==> src/rtl/motoro3_bridge_driver_if.sv <==
// -----------------------------------------------------------------------------
// motoro3_bridge_driver_if
//   Bundles the PWM/commutation inputs and the gate-drive outputs of the
//   three-phase bridge gate sequencer.
//
//   Parameter:
//     DEAD_W        width of the dead-time count
//   Signals:
//     pwm           chopped drive from the PWM generator
//     m3cntLast1    one-cycle step-boundary strobe
//     m3stepIdx     commutation step (0..5 legal)
//     m3r_deadTime  dead time in clk cycles (0 behaves as 1)
//     m3r_enable    bridge enable
//     m3r_brake     brake request (honoured only with MOTORO3_BRAKE_EN)
//     gateHi/gateLo high/low-side gate enables, phase order {C,B,A}
//     drvFault      sticky illegal-step fault
//     drvBusy       high while the bridge is in dead time
//   Modports:
//     master        the side that drives the controls (PWM block / bench)
//     slave         the gate sequencer itself
// -----------------------------------------------------------------------------
interface motoro3_bridge_driver_if #(
    parameter int DEAD_W = 8
);
    logic              pwm;
    logic              m3cntLast1;
    logic [2:0]        m3stepIdx;
    logic [DEAD_W-1:0] m3r_deadTime;
    logic              m3r_enable;
    logic              m3r_brake;
    logic [2:0]        gateHi;
    logic [2:0]        gateLo;
    logic              drvFault;
    logic              drvBusy;

    modport master (
        output pwm, m3cntLast1, m3stepIdx, m3r_deadTime, m3r_enable, m3r_brake,
        input  gateHi, gateLo, drvFault, drvBusy
    );

    modport slave (
        input  pwm, m3cntLast1, m3stepIdx, m3r_deadTime, m3r_enable, m3r_brake,
        output gateHi, gateLo, drvFault, drvBusy
    );
endinterface

==> src/rtl/motoro3_bridge_driver.sv <==
// -----------------------------------------------------------------------------
// motoro3_bridge_driver
//   Three-phase MOS bridge gate sequencer. Maps the commutation step onto the
//   six gate enables (high side chopped by the registered pwm, low side held
//   on), inserts an all-off dead time at every step change and latches a
//   sticky fault on an illegal step index.
//
//   Ports:
//     clk    system clock, all state on the rising edge
//     nRst   asynchronous active-low reset
//     m3Bus  motoro3_bridge_driver_if.slave (controls in, gate drive out)
//
//   Optional feature:
//     MOTORO3_BRAKE_EN  when defined, m3r_brake routes the bridge through a
//                       dead time into a BRAKE state with all low sides on.
// -----------------------------------------------------------------------------
module motoro3_bridge_driver #(
    parameter int DEAD_W = 8
) (
    input  logic                    clk,
    input  logic                    nRst,
    motoro3_bridge_driver_if.slave  m3Bus
);

`ifdef MOTORO3_BRAKE_EN
    typedef enum logic [2:0] {IDLE, DEAD, DRIVE, FAULT, BRAKE} state_t;
    logic brakePend, brakePendNext;   // current dead period leads into BRAKE
`else
    typedef enum logic [2:0] {IDLE, DEAD, DRIVE, FAULT} state_t;
    logic unusedBrake;
    assign unusedBrake = m3Bus.m3r_brake;
`endif

    state_t            stateReg, stateNext;
    logic              pwmQ;
    logic [2:0]        stepCur, stepNext;
    logic [DEAD_W-1:0] deadCnt, deadNext;
    logic [DEAD_W-1:0] deadLoad;
    logic              stepLegal;
    logic [2:0]        gateHiReg, gateHiNext;
    logic [2:0]        gateLoReg, gateLoNext;
    logic              drvFaultReg, drvFaultNext;
    logic              drvBusyReg, drvBusyNext;

    assign deadLoad  = (m3Bus.m3r_deadTime == '0) ? DEAD_W'(1) : m3Bus.m3r_deadTime;
    assign stepLegal = (m3Bus.m3stepIdx < 3'd6);

    // State and output registers
    always_ff @(posedge clk or negedge nRst) begin
        if (!nRst) begin
            stateReg    <= IDLE;
            pwmQ        <= 1'b0;
            stepCur     <= 3'd0;
            deadCnt     <= '0;
            gateHiReg   <= 3'b000;
            gateLoReg   <= 3'b000;
            drvFaultReg <= 1'b0;
            drvBusyReg  <= 1'b0;
`ifdef MOTORO3_BRAKE_EN
            brakePend   <= 1'b0;
`endif
        end else begin
            stateReg    <= stateNext;
            pwmQ        <= m3Bus.pwm;
            stepCur     <= stepNext;
            deadCnt     <= deadNext;
            gateHiReg   <= gateHiNext;
            gateLoReg   <= gateLoNext;
            drvFaultReg <= drvFaultNext;
            drvBusyReg  <= drvBusyNext;
`ifdef MOTORO3_BRAKE_EN
            brakePend   <= brakePendNext;
`endif
        end
    end

    // Next-state logic
    always_comb begin
        stateNext = stateReg;
        stepNext  = stepCur;
        deadNext  = deadCnt;
`ifdef MOTORO3_BRAKE_EN
        brakePendNext = brakePend;
`endif
        if (!m3Bus.m3r_enable) begin
            stateNext = IDLE;
`ifdef MOTORO3_BRAKE_EN
            brakePendNext = 1'b0;
`endif
        end else begin
            case (stateReg)
                IDLE: begin
                    stepNext  = m3Bus.m3stepIdx;
                    deadNext  = deadLoad;
                    stateNext = stepLegal ? DEAD : FAULT;
                end
                DEAD: begin
                    if (m3Bus.m3cntLast1) begin
                        // Any strobe relatches and restarts the full dead time
                        stepNext  = m3Bus.m3stepIdx;
                        deadNext  = deadLoad;
                        stateNext = stepLegal ? DEAD : FAULT;
`ifdef MOTORO3_BRAKE_EN
                    end else if (m3Bus.m3r_brake && !brakePend) begin
                        deadNext      = deadLoad;
                        brakePendNext = 1'b1;
`endif
                    end else begin
                        deadNext = deadCnt - DEAD_W'(1);
                        if (deadCnt <= DEAD_W'(1)) begin
`ifdef MOTORO3_BRAKE_EN
                            // Brake dropped mid-dead-time falls back to DRIVE
                            stateNext     = (brakePend && m3Bus.m3r_brake) ? BRAKE : DRIVE;
                            brakePendNext = 1'b0;
`else
                            stateNext = DRIVE;
`endif
                        end
                    end
                end
                DRIVE: begin
                    if (m3Bus.m3cntLast1 && (m3Bus.m3stepIdx != stepCur)) begin
                        stepNext  = m3Bus.m3stepIdx;
                        deadNext  = deadLoad;
                        stateNext = stepLegal ? DEAD : FAULT;
`ifdef MOTORO3_BRAKE_EN
                    end else if (m3Bus.m3r_brake) begin
                        deadNext      = deadLoad;
                        brakePendNext = 1'b1;
                        stateNext     = DEAD;
`endif
                    end
                end
                FAULT: stateNext = FAULT;
`ifdef MOTORO3_BRAKE_EN
                BRAKE: begin
                    if (!m3Bus.m3r_brake) begin
                        deadNext      = deadLoad;
                        brakePendNext = 1'b0;
                        stateNext     = DEAD;
                    end
                end
`endif
                default: stateNext = IDLE;
            endcase
        end
    end

    // Output logic. Outputs follow the current state one edge later, except
    // that a low enable blanks everything on the very next edge.
    always_comb begin
        gateHiNext   = 3'b000;
        gateLoNext   = 3'b000;
        drvFaultNext = 1'b0;
        drvBusyNext  = 1'b0;
        if (m3Bus.m3r_enable) begin
            case (stateReg)
                DEAD:  drvBusyNext  = 1'b1;
                FAULT: drvFaultNext = 1'b1;
                DRIVE: begin
                    // Hi and Lo phases always differ, so no shoot-through
                    case (stepCur)
                        3'd0: begin gateHiNext = {2'b00, pwmQ};       gateLoNext = 3'b010; end
                        3'd1: begin gateHiNext = {2'b00, pwmQ};       gateLoNext = 3'b100; end
                        3'd2: begin gateHiNext = {1'b0, pwmQ, 1'b0};  gateLoNext = 3'b100; end
                        3'd3: begin gateHiNext = {1'b0, pwmQ, 1'b0};  gateLoNext = 3'b001; end
                        3'd4: begin gateHiNext = {pwmQ, 2'b00};       gateLoNext = 3'b001; end
                        3'd5: begin gateHiNext = {pwmQ, 2'b00};       gateLoNext = 3'b010; end
                        default: begin gateHiNext = 3'b000;           gateLoNext = 3'b000; end
                    endcase
                end
`ifdef MOTORO3_BRAKE_EN
                BRAKE: gateLoNext = 3'b111;
`endif
                default: ;
            endcase
        end
    end

    assign m3Bus.gateHi   = gateHiReg;
    assign m3Bus.gateLo   = gateLoReg;
    assign m3Bus.drvFault = drvFaultReg;
    assign m3Bus.drvBusy  = drvBusyReg;

endmodule

==> src/flat_wrapper.sv <==
// flat-port wrapper written by rule: the top's interface ports become plain ports
module motoro3_bridge_driver_flat 
#(
    parameter int DEAD_W = 8
)
  (clk, nRst, m3Bus_pwm, m3Bus_m3cntLast1, m3Bus_m3stepIdx, m3Bus_m3r_deadTime, m3Bus_m3r_enable, m3Bus_m3r_brake, m3Bus_gateHi, m3Bus_gateLo, m3Bus_drvFault, m3Bus_drvBusy);
  motoro3_bridge_driver_if #(.DEAD_W(DEAD_W)) m3Bus_i ();
  input  logic clk;
  input  logic nRst;
  input wire logic [$bits(m3Bus_i.pwm)-1:0] m3Bus_pwm;
  input wire logic [$bits(m3Bus_i.m3cntLast1)-1:0] m3Bus_m3cntLast1;
  input wire logic [$bits(m3Bus_i.m3stepIdx)-1:0] m3Bus_m3stepIdx;
  input wire logic [$bits(m3Bus_i.m3r_deadTime)-1:0] m3Bus_m3r_deadTime;
  input wire logic [$bits(m3Bus_i.m3r_enable)-1:0] m3Bus_m3r_enable;
  input wire logic [$bits(m3Bus_i.m3r_brake)-1:0] m3Bus_m3r_brake;
  output wire logic [$bits(m3Bus_i.gateHi)-1:0] m3Bus_gateHi;
  output wire logic [$bits(m3Bus_i.gateLo)-1:0] m3Bus_gateLo;
  output wire logic [$bits(m3Bus_i.drvFault)-1:0] m3Bus_drvFault;
  output wire logic [$bits(m3Bus_i.drvBusy)-1:0] m3Bus_drvBusy;
  assign m3Bus_i.pwm = m3Bus_pwm;
  assign m3Bus_i.m3cntLast1 = m3Bus_m3cntLast1;
  assign m3Bus_i.m3stepIdx = m3Bus_m3stepIdx;
  assign m3Bus_i.m3r_deadTime = m3Bus_m3r_deadTime;
  assign m3Bus_i.m3r_enable = m3Bus_m3r_enable;
  assign m3Bus_i.m3r_brake = m3Bus_m3r_brake;
  assign m3Bus_gateHi = m3Bus_i.gateHi;
  assign m3Bus_gateLo = m3Bus_i.gateLo;
  assign m3Bus_drvFault = m3Bus_i.drvFault;
  assign m3Bus_drvBusy = m3Bus_i.drvBusy;
  motoro3_bridge_driver #(.DEAD_W(DEAD_W)) u_core (.clk(clk), .nRst(nRst), .m3Bus(m3Bus_i));
endmodule
==> config.mk <==
export PLATFORM = sky130hd
export DESIGN_NAME = motoro3_bridge_driver_flat
export DESIGN_NICKNAME = d
export VERILOG_FILES = /design/src/rtl/motoro3_bridge_driver_if.sv /design/src/rtl/motoro3_bridge_driver.sv /design/src/flat_wrapper.sv
export SDC_FILE = /design/constraint.sdc
export NUM_CORES = 1
export LEC_CHECK = 0
export BUFFER_PORTS_ARGS = -buffer_cell sky130_fd_sc_hd__buf_2
export CORE_ASPECT_RATIO = 0.6
export CORE_MARGIN = 4
export CORE_UTILIZATION = 53
export DETAILED_ROUTE_END_ITERATION = 10
export HOLD_SLACK_MARGIN = 0.08
export PLACE_DENSITY_LB_ADDON = 0.12
export SLEW_MARGIN = 20
export SYNTH_ARGS = -nofsm -noshare
export SYNTH_HDL_FRONTEND = slang
export SYNTH_SLANG_ARGS = --single-unit
==> constraint.sdc <==
create_clock -name clk -period 2.1 [get_ports clk]
set_input_delay 0 -clock clk [delete_from_list [all_inputs] [get_ports clk]]
set_output_delay 0 -clock clk [all_outputs]
set_load 0.005 [all_outputs]
==> results by group <==
Run status
  • Result of the run: finished, final reports clean

Global routing
  • Pin count of the biggest net entering global routing: 23
  • Global-route wire length before repair: 4490 um
  • Vias in the first global route: 954
  • Leftover overflow at the end of global routing: 0
  • Total global routing track utilization: 0.181
  • Number of antenna violations at the first check in global routing: 0

Floorplanning
  • Area of the die: 0.00325 mm2
  • Width of the die: 70.9 um
  • Die Y: 45.8 um
  • I/O pin count: 25
  • Initial standard-cell utilization of the core: 0.570
  • Total core area: 0.00221 mm2
  • Number of rows created at floorplan: 13

Drt
  • Iteration-0 DRC count of the detailed router: 120
  • Routed vias/inst: 5.82
  • Via count: 1042
  • Detailed-router iteration count before antenna repair: 4
  • DR DRC count: 0
  • Routed WL per cell: 15.1 um
  • Wirelength, routed: 2700 um
  • Remaining antenna violation count after routing: 0

Logic synthesis
  • Share of async-settable or async-resettable flops after synthesis: 1.00
  • Net count after synthesis: 136
  • Multiplexer area fraction after synthesis: 0.0387
  • Mapped cell area: 0.00126 mm2
  • Compound-Gate Fraction of Synth Area: 0.231
  • Warnings from Yosys: 0
  • Distinct cell type count of the synthesized netlist: 41
  • Area share of and/or/nand/nor cells after synthesis: 0.152
  • Avg Synthesized Cell Area: 10.8 um2
  • Register area share after synthesis: 0.437
  • Area share of xor/xnor cells in the synthesized design: 0.0526
  • Instance count of the mapped netlist: 117
  • Number of flops mapped to enable cells by yosys: 0
  • Adder-cell share of the synthesized area: 0.0199
  • Combinational family with the most area after synthesis: compound AO/OA/AOI/OAI gates
  • Count of state elements after synthesis: 22
  • Main flop type after synthesis: sky130_fd_sc_hd__dfrtp_1

Worst setup path
  • Largest fanout on the critical path: 4
  • Critical path required time: 2.25 ns
  • Worst setup SP type: register
  • Critical path endpoint category: register
  • Endpoint arrival time on the critical path: 1.97 ns
  • Critical path class: register to register

STA
  • Portion of the clock cycle consumed by the worst path in the final layout: 0.867
  • Worst-case headroom to the max-slew limit: 0.679
  • Clk_skew: 0.00380 ns
  • Final Slew Violations: 0
  • Final hold violations: 0
  • Setup TNS: 0 ns
  • Max Clk Rate: 0.549 GHz
  • Crit path time final: 1.82 ns
  • Actual transition at the worst max-transition pin: 0.477 ns
  • Setup violation total in the final timing report: 0
  • Unrepaired setup endpoints after global routing: false

Finish
  • Fraction of layout cells with a size suffix above 1: 0.295
  • Area added between synthesis and finish: 21.9%
  • Final-stage net count: 169
  • Count of antenna diodes in the layout: 0
  • Final cell utilization of the core: 0.695

CTS
  • Library cell used as clock root buffer: sky130_fd_sc_hd__clkbuf_8
  • Clock tree from TritonCTS: yes
  • Clock Tree Buf Depth: 2
  • Number of CTS-inserted buffers: 3
  • H-Tree Depth: 1
  • Total clock sinks: 22
  • Number of gates resized after CTS: 0
  • Clock Pin Slew Worst Setup and Hold Paths: 0.08 ns
  • Clock latency of the later-clocked register in the worst-skew pair: 0.26 ns
  • Setup fix buffers added after clock tree synthesis: 0

Min path
  • Min-delay worst type: input port to register

Pwr
  • Power Dens Cells: 800 mW/mm2
  • Maximum ir drop on the vdd rail: 0.582 mV
  • Standby leakage power: 0.688 nW

Run
  • Maximum Capacitance Violations: 0

Place
  • HPWL reported at the end of detailed placement: 1940 um
  • Number of buffers inserted by port buffering: 23
  • Global placer's final weighted congestion: 0.866
[what timing repair did]
action | in CTS | in global routing
endpoints found under the setup margin | 0 | 0
hold buffers | 9 | 0
hold endpoints to repair | 30 | 0
[flip-flops by register name (all words and copies together), names as in the netlist]
signal / flops
u_core.deadCnt: 8
u_core.m3Bus.gateHi: 3
u_core.m3Bus.gateLo: 3
u_core.stepCur: 3
u_core.stateReg: 2
u_core.m3Bus.drvBusy: 1
u_core.m3Bus.drvFault: 1
u_core.pwmQ: 1
[routing by layer]
metal | vias up | track usage | share of wire
met5 | - | 0 | 0
met4 | 0 | 0.0449 | 0.0045
met3 | 4 | 0.0595 | 0.074
met2 | 39 | 0.280 | 0.45
met1 | 491 | 0.248 | 0.47
li1 | 508 | - | -
[synthesized netlist by cell type (2+ instances only)]
library cell,instances,share of area
sky130_fd_sc_hd__nor4_1,3,0.015
sky130_fd_sc_hd__a22oi_1,3,0.018
sky130_fd_sc_hd__inv_1,5,0.015
sky130_fd_sc_hd__o221ai_1,2,0.014
sky130_fd_sc_hd__nor2_1,8,0.024
sky130_fd_sc_hd__ha_1,2,0.020
sky130_fd_sc_hd__o211ai_1,5,0.030
sky130_fd_sc_hd__clkbuf_1,2,0.0060
sky130_fd_sc_hd__nor3_1,8,0.032
sky130_fd_sc_hd__mux2_2,3,0.027
sky130_fd_sc_hd__buf_6,4,0.036
sky130_fd_sc_hd__o2111ai_1,2,0.014
sky130_fd_sc_hd__a21oi_1,4,0.016
sky130_fd_sc_hd__o2bb2ai_1,4,0.028
sky130_fd_sc_hd__o21ai_0,6,0.024
sky130_fd_sc_hd__buf_4,2,0.012
sky130_fd_sc_hd__a21o_1,2,0.012
sky130_fd_sc_hd__xnor2_2,3,0.039
sky130_fd_sc_hd__dfrtp_1,22,0.44
sky130_fd_sc_hd__nand2_1,6,0.018
[kinds of logic (layout without fill, tap and decap cells)]
group           count (synthesis)  in the layout
xor+xnor                        5              5
mux                             4              4
compound gates                 36             36
flops                          22             22
buf+inv                        13             45
fa+ha+maj                       2              2
simple gates                   35             35
[per-stage QoR]
step,hold WS (ns),total power [mW],area [um2],instances,setup slack [ns]
finish,0.102,1.23,1540,179,0.278
global route,0.0876,1.30,1540,179,0.155
CTS,0.0857,1.24,1540,179,0.290
detailed placement,-0.0140,0.829,1380,166,0.297
global placement,-0.0165,0.817,1380,166,0.357
floorplan,-0.296,0.761,1260,117,0.422
[power breakdown]
part | internal, mW | switching [mW] | leakage, nW | total [mW]
Clock | 0.255 | 0.136 | 0.0357 | 0.390
Sequential | 0.473 | 0.0675 | 0.279 | 0.540
Combinational | 0.147 | 0.152 | 0.374 | 0.298
[path summary, 6_finish.rpt]
kind / start / endpoint / slack, ns / cells past startpoint
worst min register to register: u_core.deadCnt[7] / u_core.deadCnt[7] / 0.51 / 1
worst min-delay path: m3Bus_m3r_deadTime[7] / u_core.deadCnt[7] / 0.10 / 3
min in group asynchronous: nRst / u_core.pwmQ / 0.22 / 2
max in group asynchronous: nRst / u_core.stateReg[0] / 1.55 / 2
worst max-delay path: u_core.deadCnt[0] / u_core.deadCnt[6] / 0.28 / 6
worst max register to register: u_core.deadCnt[0] / u_core.deadCnt[6] / 0.28 / 6
[final cells by class]
cell class	count	area, um2
Clock inverter	1	30.0
Sequential cell	22	551
Tap cell	30	37.5
Clock buffer	3	41.3
Multi-Input combinational cell	82	623
Timing Repair Buffer	36	235
Inverter	5	18.8
Fill cell	183	676
[cell usage in the layout (no fill, tap or decap), types with 2 or more instances in the layout]
| cell | netlist | routed |
|---|---|---|
| sky130_fd_sc_hd__o21ai_0 | 6 | 6 |
| sky130_fd_sc_hd__o2bb2ai_1 | 4 | 4 |
| sky130_fd_sc_hd__buf_4 | 2 | 4 |
| sky130_fd_sc_hd__nor4_1 | 3 | 3 |
| sky130_fd_sc_hd__o221ai_1 | 2 | 2 |
| sky130_fd_sc_hd__a21oi_1 | 4 | 4 |
| sky130_fd_sc_hd__ha_1 | 2 | 2 |
| sky130_fd_sc_hd__xnor2_2 | 3 | 3 |
| sky130_fd_sc_hd__a22oi_1 | 3 | 3 |
| sky130_fd_sc_hd__dlygate4sd3_1 | 0 | 9 |
| sky130_fd_sc_hd__nand2_1 | 6 | 6 |
| sky130_fd_sc_hd__nor2_1 | 8 | 8 |
| sky130_fd_sc_hd__clkbuf_8 | 0 | 3 |
| sky130_fd_sc_hd__mux2_2 | 3 | 3 |
| sky130_fd_sc_hd__dfrtp_1 | 22 | 22 |
| sky130_fd_sc_hd__inv_1 | 5 | 5 |
| sky130_fd_sc_hd__a21o_1 | 2 | 2 |
| sky130_fd_sc_hd__nor3_1 | 8 | 8 |
| sky130_fd_sc_hd__buf_2 | 0 | 23 |
| sky130_fd_sc_hd__o2111ai_1 | 2 | 2 |
| sky130_fd_sc_hd__o211ai_1 | 5 | 5 |
[worst max-delay path, stage by stage, from the launching register on]
cell and delay (ns):
sky130_fd_sc_hd__dfrtp_1 0.41, sky130_fd_sc_hd__inv_1 0.12, sky130_fd_sc_hd__ha_1 0.23, sky130_fd_sc_hd__or3b_2 0.53, sky130_fd_sc_hd__nor3_1 0.15, sky130_fd_sc_hd__o221ai_1 0.12
sky130_fd_sc_hd__o2bb2ai_1 0.15
(Power assumes the default switching activity.)
